**config.mk**
```make
export PLATFORM = sky130hd
export DESIGN_NAME = decode_stage_hz
export DESIGN_NICKNAME = d
export VERILOG_FILES = /design/src/rtl/decode_stage_hz.sv
export SDC_FILE = /design/constraint.sdc
export NUM_CORES = 2
export LEC_CHECK = 0
export ABC_CLOCK_PERIOD_IN_PS = 8150
export CORE_MARGIN = 2
export CORE_UTILIZATION = 44
export DETAILED_ROUTE_END_ITERATION = 8
export PLACE_DENSITY_LB_ADDON = 0.15
export SYNTH_ARGS = -nofsm -noshare
export SYNTH_HDL_FRONTEND = slang
export SYNTH_SLANG_ARGS = --single-unit
```
**constraint.sdc**
```tcl
create_clock -name clk -period 8.15 [get_ports clk]
set_input_delay 1.2225 -clock clk [delete_from_list [all_inputs] [get_ports clk]]
set_output_delay 1.2225 -clock clk [all_outputs]
set_load 0.02 [all_outputs]
```
**src/rtl/decode_stage_hz.sv**
```systemverilog
// Decode stage with register file, WB write-through bypass, load-use
// hazard FSM and the ID/EX pipeline register.
//
// Control word produced by rv32i_decoder (26 bits):
//   [25:21] rd        [20:16] rs2       [15:11] rs1      [10:8] funct3
//   [7] reg_write     [6] mem_read      [5] mem_write    [4] branch
//   [3] B operand is immediate          [2] jump         [1] instr[30]
//   [0] legal instruction
// A bubble or an illegal opcode produces an all-zero word, so unused
// register fields read as x0 and can never raise a hazard.

module rv32i_decoder (
    input  logic [31:0] instr,
    input  logic        bubble,
    output logic [25:0] control,
    output logic [2:0]  branch_sel
);
    logic [6:0] opcode_s;
    logic       legal_s;
    logic       use_rs1_s;
    logic       use_rs2_s;
    logic       reg_write_s;
    logic       mem_read_s;
    logic       mem_write_s;
    logic       branch_s;
    logic       b_imm_s;
    logic       jump_s;

    assign opcode_s = instr[6:0];

    // Classify the opcode into the operands and features it uses
    always_comb begin
        legal_s     = 1'b1;
        use_rs1_s   = 1'b0;
        use_rs2_s   = 1'b0;
        reg_write_s = 1'b0;
        mem_read_s  = 1'b0;
        mem_write_s = 1'b0;
        branch_s    = 1'b0;
        b_imm_s     = 1'b0;
        jump_s      = 1'b0;
        case (opcode_s)
            7'b0110011: begin // OP: funct7 must be 0000000 or 0100000
                legal_s     = (instr[31] == 1'b0) && (instr[29:25] == 5'd0);
                use_rs1_s   = 1'b1;
                use_rs2_s   = 1'b1;
                reg_write_s = 1'b1;
            end
            7'b0010011: begin // OP-IMM
                use_rs1_s = 1'b1; reg_write_s = 1'b1; b_imm_s = 1'b1;
            end
            7'b0000011: begin // LOAD
                use_rs1_s = 1'b1; reg_write_s = 1'b1; mem_read_s = 1'b1; b_imm_s = 1'b1;
            end
            7'b0100011: begin // STORE
                use_rs1_s = 1'b1; use_rs2_s = 1'b1; mem_write_s = 1'b1; b_imm_s = 1'b1;
            end
            7'b1100011: begin // BRANCH
                use_rs1_s = 1'b1; use_rs2_s = 1'b1; branch_s = 1'b1;
            end
            7'b1100111: begin // JALR
                use_rs1_s = 1'b1; reg_write_s = 1'b1; jump_s = 1'b1; b_imm_s = 1'b1;
            end
            7'b1101111: begin // JAL
                reg_write_s = 1'b1; jump_s = 1'b1; b_imm_s = 1'b1;
            end
            7'b0110111, 7'b0010111: begin // LUI, AUIPC
                reg_write_s = 1'b1; b_imm_s = 1'b1;
            end
            default: legal_s = 1'b0;
        endcase
    end

    // Assemble the control word and branch select; bubble/illegal gives zeros
    always_comb begin
        control    = 26'd0;
        branch_sel = 3'd0;
        if (!bubble && legal_s) begin
            control[25:21] = reg_write_s ? instr[11:7]  : 5'd0;
            control[20:16] = use_rs2_s   ? instr[24:20] : 5'd0;
            control[15:11] = use_rs1_s   ? instr[19:15] : 5'd0;
            control[10:8]  = instr[14:12];
            control[7]     = reg_write_s;
            control[6]     = mem_read_s;
            control[5]     = mem_write_s;
            control[4]     = branch_s;
            control[3]     = b_imm_s;
            control[2]     = jump_s;
            control[1]     = instr[30];
            control[0]     = 1'b1;
            // branch: funct3; JAL: 010; JALR: 011 (only meaningful with [4]/[2])
            if (branch_s) begin
                branch_sel = instr[14:12];
            end else if (jump_s) begin
                branch_sel = use_rs1_s ? 3'b011 : 3'b010;
            end else begin
                branch_sel = 3'b000;
            end
        end else begin
            control    = 26'd0;
            branch_sel = 3'd0;
        end
    end
endmodule

module decode_stage_hz #(
    parameter int XLEN      = 32,
    parameter int NREGS     = 32,
    parameter int CTRL_W    = 26,
    parameter int LOAD_LAT  = 1,
    parameter int BYPASS_EN = 1,
    localparam int AW       = $clog2(NREGS)
) (
    input  logic              clk,
    input  logic              reset,
    input  logic [31:0]       instr_i,
    input  logic [XLEN-1:0]   imm_i,
    input  logic [XLEN-1:0]   pc_plus_i,
    input  logic              bp_i,
    input  logic              buble,
    input  logic              flush,
    input  logic              hold_i,
    input  logic              ex_is_load_i,
    input  logic [AW-1:0]     ex_rd_i,
    input  logic              wb_we_i,
    input  logic [AW-1:0]     wb_rd_i,
    input  logic [XLEN-1:0]   wb_data_i,
    output logic              stall_o,
    output logic [AW-1:0]     rs1_addr,
    output logic [AW-1:0]     rs2_addr,
    output logic              valid_o,
    output logic [XLEN-1:0]   data_a_o,
    output logic [XLEN-1:0]   data_b_o,
    output logic [XLEN-1:0]   store_data_o,
    output logic [XLEN-1:0]   pc_plus_o,
    output logic [CTRL_W-1:0] control_signal_o,
    output logic [2:0]        branch_sel_o,
    output logic              bp_o,
    output logic [15:0]       stall_cnt_o
);
    typedef enum logic [0:0] {RUN = 1'b0, LU_STALL = 1'b1} state_t;

    typedef struct packed {
        logic              valid;
        logic [XLEN-1:0]   data_a;
        logic [XLEN-1:0]   data_b;
        logic [XLEN-1:0]   store_data;
        logic [XLEN-1:0]   pc_plus;
        logic [CTRL_W-1:0] ctrl;
        logic [2:0]        branch_sel;
        logic              bp;
    } idex_t;

    localparam logic [1:0] LAT_M1 = 2'(LOAD_LAT - 1);

    logic [25:0]     dec_ctrl_s;
    logic [2:0]      dec_bsel_s;
    logic [AW-1:0]   rs1_s;
    logic [AW-1:0]   rs2_s;
    logic [XLEN-1:0] rd1_s;
    logic [XLEN-1:0] rd2_s;
    logic [XLEN-1:0] rf_r [NREGS];
    logic            hazard_s;
    logic            stall_s;
    state_t          state_r;
    state_t          state_n;
    logic [1:0]      cnt_r;
    logic [1:0]      cnt_n;
    idex_t           idex_r;
    idex_t           idex_cap_s;
    logic [15:0]     stall_cnt_r;

    rv32i_decoder u_dec (
        .instr      (instr_i),
        .bubble     (buble),
        .control    (dec_ctrl_s),
        .branch_sel (dec_bsel_s)
    );

    assign rs1_s    = AW'(dec_ctrl_s[15:11]);
    assign rs2_s    = AW'(dec_ctrl_s[20:16]);
    assign rs1_addr = rs1_s;
    assign rs2_addr = rs2_s;

    // Register file storage: x0 is never written and is cleared by reset
    always_ff @(posedge clk or negedge reset) begin
        if (!reset) begin
            for (int i = 0; i < NREGS; i++) begin
                rf_r[i] <= '0;
            end
        end else if (wb_we_i && (wb_rd_i != '0)) begin
            rf_r[wb_rd_i] <= wb_data_i;
        end
    end

    // Operand reads: x0 is hard zero, WB data written through when enabled
    always_comb begin
        rd1_s = '0;
        rd2_s = '0;
        if (rs1_s == '0) begin
            rd1_s = '0;
        end else if ((BYPASS_EN != 0) && wb_we_i && (wb_rd_i == rs1_s)) begin
            rd1_s = wb_data_i;
        end else begin
            rd1_s = rf_r[rs1_s];
        end
        if (rs2_s == '0) begin
            rd2_s = '0;
        end else if ((BYPASS_EN != 0) && wb_we_i && (wb_rd_i == rs2_s)) begin
            rd2_s = wb_data_i;
        end else begin
            rd2_s = rf_r[rs2_s];
        end
    end

    assign hazard_s = !buble && ex_is_load_i && (ex_rd_i != '0) &&
                      ((ex_rd_i == rs1_s) || (ex_rd_i == rs2_s));

    // Load-use FSM next state. The detecting RUN cycle is the first stall
    // cycle; cnt holds the LU_STALL cycles still owed, so the FSM returns to
    // RUN once the count is used up, giving LOAD_LAT stall cycles in total.
    // A flush or hold cycle never stalls: flush discards IF/ID, hold freezes.
    always_comb begin
        state_n = state_r;
        cnt_n   = cnt_r;
        stall_s = 1'b0;
        if (flush) begin
            state_n = RUN;
            cnt_n   = 2'd0;
        end else if (hold_i) begin
            state_n = state_r;
            cnt_n   = cnt_r;
        end else begin
            case (state_r)
                RUN: begin
                    if (hazard_s) begin
                        stall_s = 1'b1;
                        if (LOAD_LAT > 1) begin
                            state_n = LU_STALL;
                            cnt_n   = LAT_M1;
                        end else begin
                            state_n = RUN;
                            cnt_n   = 2'd0;
                        end
                    end else begin
                        state_n = RUN;
                        cnt_n   = cnt_r;
                    end
                end
                LU_STALL: begin
                    stall_s = 1'b1;
                    if (cnt_r <= 2'd1) begin
                        state_n = RUN;
                        cnt_n   = 2'd0;
                    end else begin
                        state_n = LU_STALL;
                        cnt_n   = cnt_r - 2'd1;
                    end
                end
                default: begin
                    state_n = RUN;
                    cnt_n   = 2'd0;
                end
            endcase
        end
    end

    assign stall_o = stall_s;

    // Load-use FSM state and counter registers
    always_ff @(posedge clk or negedge reset) begin
        if (!reset) begin
            state_r <= RUN;
            cnt_r   <= 2'd0;
        end else begin
            state_r <= state_n;
            cnt_r   <= cnt_n;
        end
    end

    // Values captured into ID/EX on a normal cycle
    always_comb begin
        idex_cap_s            = '0;
        idex_cap_s.valid      = 1'b1;
        idex_cap_s.data_a     = rd1_s;
        idex_cap_s.data_b     = dec_ctrl_s[3] ? imm_i : rd2_s;
        idex_cap_s.store_data = rd2_s;
        idex_cap_s.pc_plus    = pc_plus_i;
        idex_cap_s.ctrl       = CTRL_W'(dec_ctrl_s);
        idex_cap_s.branch_sel = dec_bsel_s;
        idex_cap_s.bp         = bp_i;
    end

    // ID/EX register: flush clears, hold freezes, stall/bubble inserts a nop
    always_ff @(posedge clk or negedge reset) begin
        if (!reset) begin
            idex_r <= '0;
        end else if (flush) begin
            idex_r <= '0;
        end else if (hold_i) begin
            idex_r <= idex_r;
        end else if (stall_s || buble) begin
            idex_r <= '0;
        end else begin
            idex_r <= idex_cap_s;
        end
    end

    // Saturating count of stall cycles (a statistic, kept across flushes)
    always_ff @(posedge clk or negedge reset) begin
        if (!reset) begin
            stall_cnt_r <= 16'd0;
        end else if (stall_s && (stall_cnt_r != 16'hFFFF)) begin
            stall_cnt_r <= stall_cnt_r + 16'd1;
        end else begin
            stall_cnt_r <= stall_cnt_r;
        end
    end

    assign valid_o          = idex_r.valid;
    assign data_a_o         = idex_r.data_a;
    assign data_b_o         = idex_r.data_b;
    assign store_data_o     = idex_r.store_data;
    assign pc_plus_o        = idex_r.pc_plus;
    assign control_signal_o = idex_r.ctrl;
    assign branch_sel_o     = idex_r.branch_sel;
    assign bp_o             = idex_r.bp;
    assign stall_cnt_o      = stall_cnt_r;
endmodule
```
-- Word level (Yosys, flattened, before mapping)
Cells that the tools add are included.
- add/subtract/negate cells: 2
- reduce and logical (&&, ||, !) cells: 25
- eq/ne operators: 16
- mux-type cells: 47
- $lt $le $gt $ge: 5
- bitwise operators: 5
- operator list (kind ; count):
    bitwise mux 1024 bit ; 1
    2-to-1 mux 159 bit ; 3
    binary-select mux 32 bit (select 5 bit) ; 2
    2-to-1 mux 32 bit ; 10
    demux 32 bit (select 5 bit) ; 1
    2-to-1 mux 26 bit ; 1
    == test 7 x 6 -> 1 bit, second input constant ; 3
    == test 7 bit, second input constant ; 3
    == test 5 bit ; 4
    >= comparator 6 bit, second input constant ; 3
    NOT 5 -> 6 bit ; 3
    adder 16 x 1 -> 16 bit, second input constant ; 1
    != test 16 bit, second input constant ; 1
    logical NOT 5 bit ; 3
    2-to-1 mux 1 bit ; 15
    2-to-1 mux 5 bit ; 3
    == test 7 x 5 -> 1 bit, second input constant ; 2
    OR reduction 7 bit ; 2
    logical AND 1 bit ; 10
    nonzero test 5 bit ; 2
    2-to-1 mux 3 bit ; 3
    2-to-1 mux 2 bit ; 4
    OR reduction 8 bit ; 1
    == test 7 x 2 -> 1 bit, second input constant ; 1
    14 further kinds ; 18
- bits of input ports: 146
- register bits: 1202
- output and inout bits: 186
- logic and storage cells: 143

-- Longest topological paths before layout
- word-level depth: 16
- depth in mapped cells: 15
- mapped depth without buffers: 11

-- By module
A second synthesis with hierarchy kept.
- cells, all modules: 4275
- area total of the unflattened synthesis: 62082.0 sq um
- by module, submodules not included (module ; cells an instance ; instances ; area an instance (sq um)):
    decode_stage_hz ; 4206 ; 1 ; 61605.3
    rv32i_decoder ; 69 ; 1 ; 476.7

-- Least setup slack after synthesis
Ideal clock, no wire load.
- kind: input-to-output
- from: input instr_i[6]
- to: output stall_o
- arrival: 3.448 ns
- required time: 6.928 ns
- buffers on the path: 2
- stages on the path: 10
- setup slack: 3.480 ns
- cell sequence: buf_2 nor4b_4 a2bb2oi_2 o21a_1 buf_4 nor3_1 o22ai_1 o32ai_4 nor2_1 nor2_1
- longest elaborated chain between the ends: 12
- ends and longest elaborated chain (element ; line ; RTL):
    start: declaration ; 116 ; input logic [31:0] instr_i,
    == test 7 bit (tied with other cells) ; 42 ; case (opcode_s)
    OR reduction 8 bit (no line) (tied with other cells) ; -- ;
    case mux 1 bit (2 select lines) / 2-to-1 mux 1 bit (equally long branches) ; 42 ;
    logical AND 1 bit (tied with other cells) ; 78 ; if (!bubble && legal_s) begin
    2-to-1 mux 26 bit (*) ; 78 ;
    == test 5 bit ; 217 ; ((ex_rd_i == rs1_s) || (ex_rd_i == rs2_s));
    logical OR 1 bit (*) ; 217 ;
    logical AND 1 bit (*) ; 216 ; assign hazard_s = !buble && ex_is_load_i && (ex_rd_i != '0) &&
    2-to-1 mux 1 bit (*) ; 236 ; if (hazard_s) begin
    case mux 1 bit (2 select lines) (*) ; 234 ; case (state_r)
    2-to-1 mux 1 bit (*) ; 230 ; end else if (hold_i) begin
    2-to-1 mux 1 bit (*) ; 227 ; if (flush) begin
    end: declaration ; 128 ; output logic stall_o,
Every way passes the cells marked *; elsewhere a longest branch is shown, timed or not.

-- Final worst setup path
- from: input instr_i[2]
- to: output stall_o
The elaborated chain is that of the path after synthesis.

==> flow_summary.json <==
{
  "status": "finished with violations",
  "violations": "max-capacitance violations, max-slew violations",
  "ys_async_sr_fraction_pct": 100,
  "worstPathArrival_ns": 5.88,
  "postRouteAntennaNets": 0,
  "ys_seq_elements": 1202,
  "crit_buf_inv": 4,
  "die_w_um": 382,
  "grt_start_max_net_pins": 159,
  "grt_overflow": 0,
  "drv_cap": 2,
  "crit_path_max_fanout": 50,
  "cpMaxStageDelayCell": "nor4bb_1",
  "synth_cell_types": 95,
  "cts_setup_buffers": 0,
  "drt-total-wl_um": 282000,
  "hpwl_um": 173000,
  "clock-sinks": 1202,
  "worst_pin_slew_ns": 1.61,
  "layout.cells.non_filler": 8089,
  "synth_seq_area_share_pct": 47.9,
  "crit_path_end_kind": "output pin",
  "layout_commonest_cell": "dfrtp_1",
  "htreeDepth": 4,
  "max_freq_mhz": 141,
  "ys_warn_count": 0,
  "report.final.setup_viol": 0,
  "synth_flop_cell": "dfrtp_1",
  "path_cells": "clkdlybuf4s50_1 -> nor4bb_1 -> nand3_1 -> a21o_2 -> inv_6 -> xnor2_1 -> o211ai_2 -> o32ai_4 -> buf_4 -> nor2_1 -> nor2_1 -> clkdlybuf4s50_1",
  "rows": 138,
  "crit_required_ns": 6.93,
  "viasPerCell": 6.87,
  "avgRoutedWirePerCell_um": 34.8,
  "peakVddDrop_mv": 0.188,
  "place.gp.congestion": 0.951,
  "fin_setup_tns_ns": 0,
  "clock_latency_ns": 0.81,
  "synth_edf_count": 0,
  "syn_inst": 6051,
  "min_path_type": "reg2reg",
  "synth_area_per_cell_sq_um": 10.4,
  "final_nets": 6243,
  "final_cell_mix": "dfrtp_1, mux2_2, nand2_1, o21ai_0, clkdlybuf4s50_1",
  "fin_ws_ns": 1.05,
  "pre_cts_ws_ns": 1.30,
  "r2r_start": "rf_r[781]",
  "vias": 55565,
  "startpoint_type": "primary input",
  "syn_nets": 6198,
  "drt_first_iter_violations": 7870,
  "numCtsBuffers": 138,
  "power_mw": 16.3,
  "finalHoldViolCount": 0,
  "cts_hold_buf": 0,
  "start_util_pct": 44.3,
  "skew_ns": 0.0318,
  "hold_start": "rf_r[1000]",
  "grt_pass1_vias": 53623,
  "drc": 0,
  "finalCritPeriodShare_pct": 87.1,
  "die_h_um": 382,
  "critPathTopFamily": "buffers and inverters",
  "syn_area_sq_um": 62700,
  "dp.cells": 7846,
  "p_leak_nw": 30.3,
  "post_cts_resized": 0,
  "io_buffers": 331,
  "syn2layout_area_growth_pct": 15.8,
  "grt_pass1_wl_um": 401000,
  "power_density_nw_per_um2": 225,
  "path_class": "in2out",
  "clk_path_buf_depth": 3,
  "dieArea_sq_um": 146000,
  "cp-startpoint": "instr_i[2]",
  "period_needed_ns": 7.10,
  "first_pass_iters": 8,
  "antenna_found_initial": 21,
  "crit_path_max_incr_delay_ns": 1.08,
  "layout-drive-gt1-share_pct": 22.5,
  "tritoncts": "built",
  "io_pins": 332,
  "timing.slew.headroom_pct": -8.04,
  "finalMaxSlewViolations": 13,
  "cts.clk_slew.worst_paths_ns": 0.06,
  "rsz0062_at_grt": "false",
  "groute.usage.overall_pct": 37.9,
  "coreArea_sq_um": 142000,
  "cts_root_buf": "clkbuf_16"
}
-- Yosys cell counts, types with 7 or more instances --
library cell	count	share of area, %
dfrtp_1	1202	48
mux2_2	845	15
nand2_1	807	4.8
clkbuf_1	502	3.0
o21ai_0	414	3.3
a21oi_1	181	1.4
mux2i_1	179	2.9
a211oi_1	163	2.0
nand3_1	138	1.1
nor2_1	137	0.82
a31oi_1	134	1.3
o221ai_1	121	1.7
nor2b_1	107	1.1
a22oi_1	91	1.1
o22ai_1	88	0.88
buf_2	87	0.69
and3_1	81	0.81
a221oi_1	75	1.0
a311oi_1	62	0.87
a221o_1	60	0.96
a22o_1	60	0.84
nor3_1	52	0.41
o211ai_1	42	0.50
buf_1	41	0.25
nor4_1	30	0.30
a2bb2oi_1	26	0.36
xnor2_1	25	0.35
o211a_1	24	0.38
a32oi_1	21	0.29
inv_1	21	0.13
o221a_2	17	0.31
a211o_1	14	0.20
nand4_1	13	0.13
a31o_2	11	0.15
o32a_1	10	0.16
o32ai_1	10	0.14
or2_2	10	0.10
or3_1	9	0.090
nand3b_1	8	0.096
nor4bb_1	8	0.13
nand2b_1	7	0.070
-- state kept, by name, indices dropped and copies added, names as in the netlist --
name	cells
state_r	1
bp_o	1
pc_plus_o	32
data_b_o	32
control_signal_o	26
data_a_o	32
cnt_r	2
rf_r	1024
branch_sel_o	3
store_data_o	32
valid_o	1
stall_cnt_o	16
-- path summary, 6_finish.rpt --
path,end,slack [ns],cells past startpoint
setup / recovery,stall_o,1.05,12
hold / removal,rf_r[1000],0.40,0
setup reg to reg,data_b_o[13],5.24,6
hold reg to reg,rf_r[1000],0.40,0
max in group asynchronous,rf_r[28],5.83,3
min in group asynchronous,rf_r[413],0.44,1
-- through the flow --
step	hold WS [ns]	utilization, %	instance area (sq um)
after floorplan	0.450	-	62700
after global placement	0.385	48.1	68100
after detailed placement	0.388	48.1	68100
after CTS	0.402	51.3	72600
after global routing	0.411	51.3	72600
final	0.402	51.3	72600
-- final cells by class --
| class | count | area, sq um |
|---|---|---|
| multi-input cells | 4186 | 30500 |
| repair buffers | 541 | 5080 |
| well taps | 1890 | 2360 |
| flip-flops and latches | 1202 | 30100 |
| clock inverters | 25 | 302 |
| clock buffers | 208 | 4170 |
| fillers | 12752 | 69000 |
| inverters | 27 | 116 |
| diodes | 10 | 25.0 |
-- where the power goes --
group          internal (mW)  total [mW]  switching [mW]
logic                   1.17        2.30            1.13
clock network           3.67        6.29            2.62
registers               6.94        7.72           0.784
-- worst reg2reg max path: cells and delay by family, from the launching register on --
family             cells  cell delay, ns
AOI/OAI and AO/OA      5            1.21
DFF                    1            0.38
and+or+nand+nor        1            1.24
-- logic make-up after synthesis --
group / after synthesis / synth area share (%)
AO/OA/AOI/OAI: 1693 / 19.0
AND/OR/NAND/NOR: 1441 / 10.5
flip-flops: 1202 / 47.9
multiplexers: 1024 / 18.0
buffers and inverters: 663 / 4.18
XOR/XNOR: 27 / 0.377
adder cells (fa/ha/maj): 1 / 0.0199
-- per-layer routing --
| metal | GRT usage (%) | part of all wire [%] |
|---|---|---|
| met1 | 50.4 | 39 |
| met2 | 54.5 | 42 |
| met3 | 11.4 | 12 |
| met4 | 22.1 | 6.5 |
| met5 | 0 | 0.032 |
No activity file was read; power rests on OpenSTA's default activity.
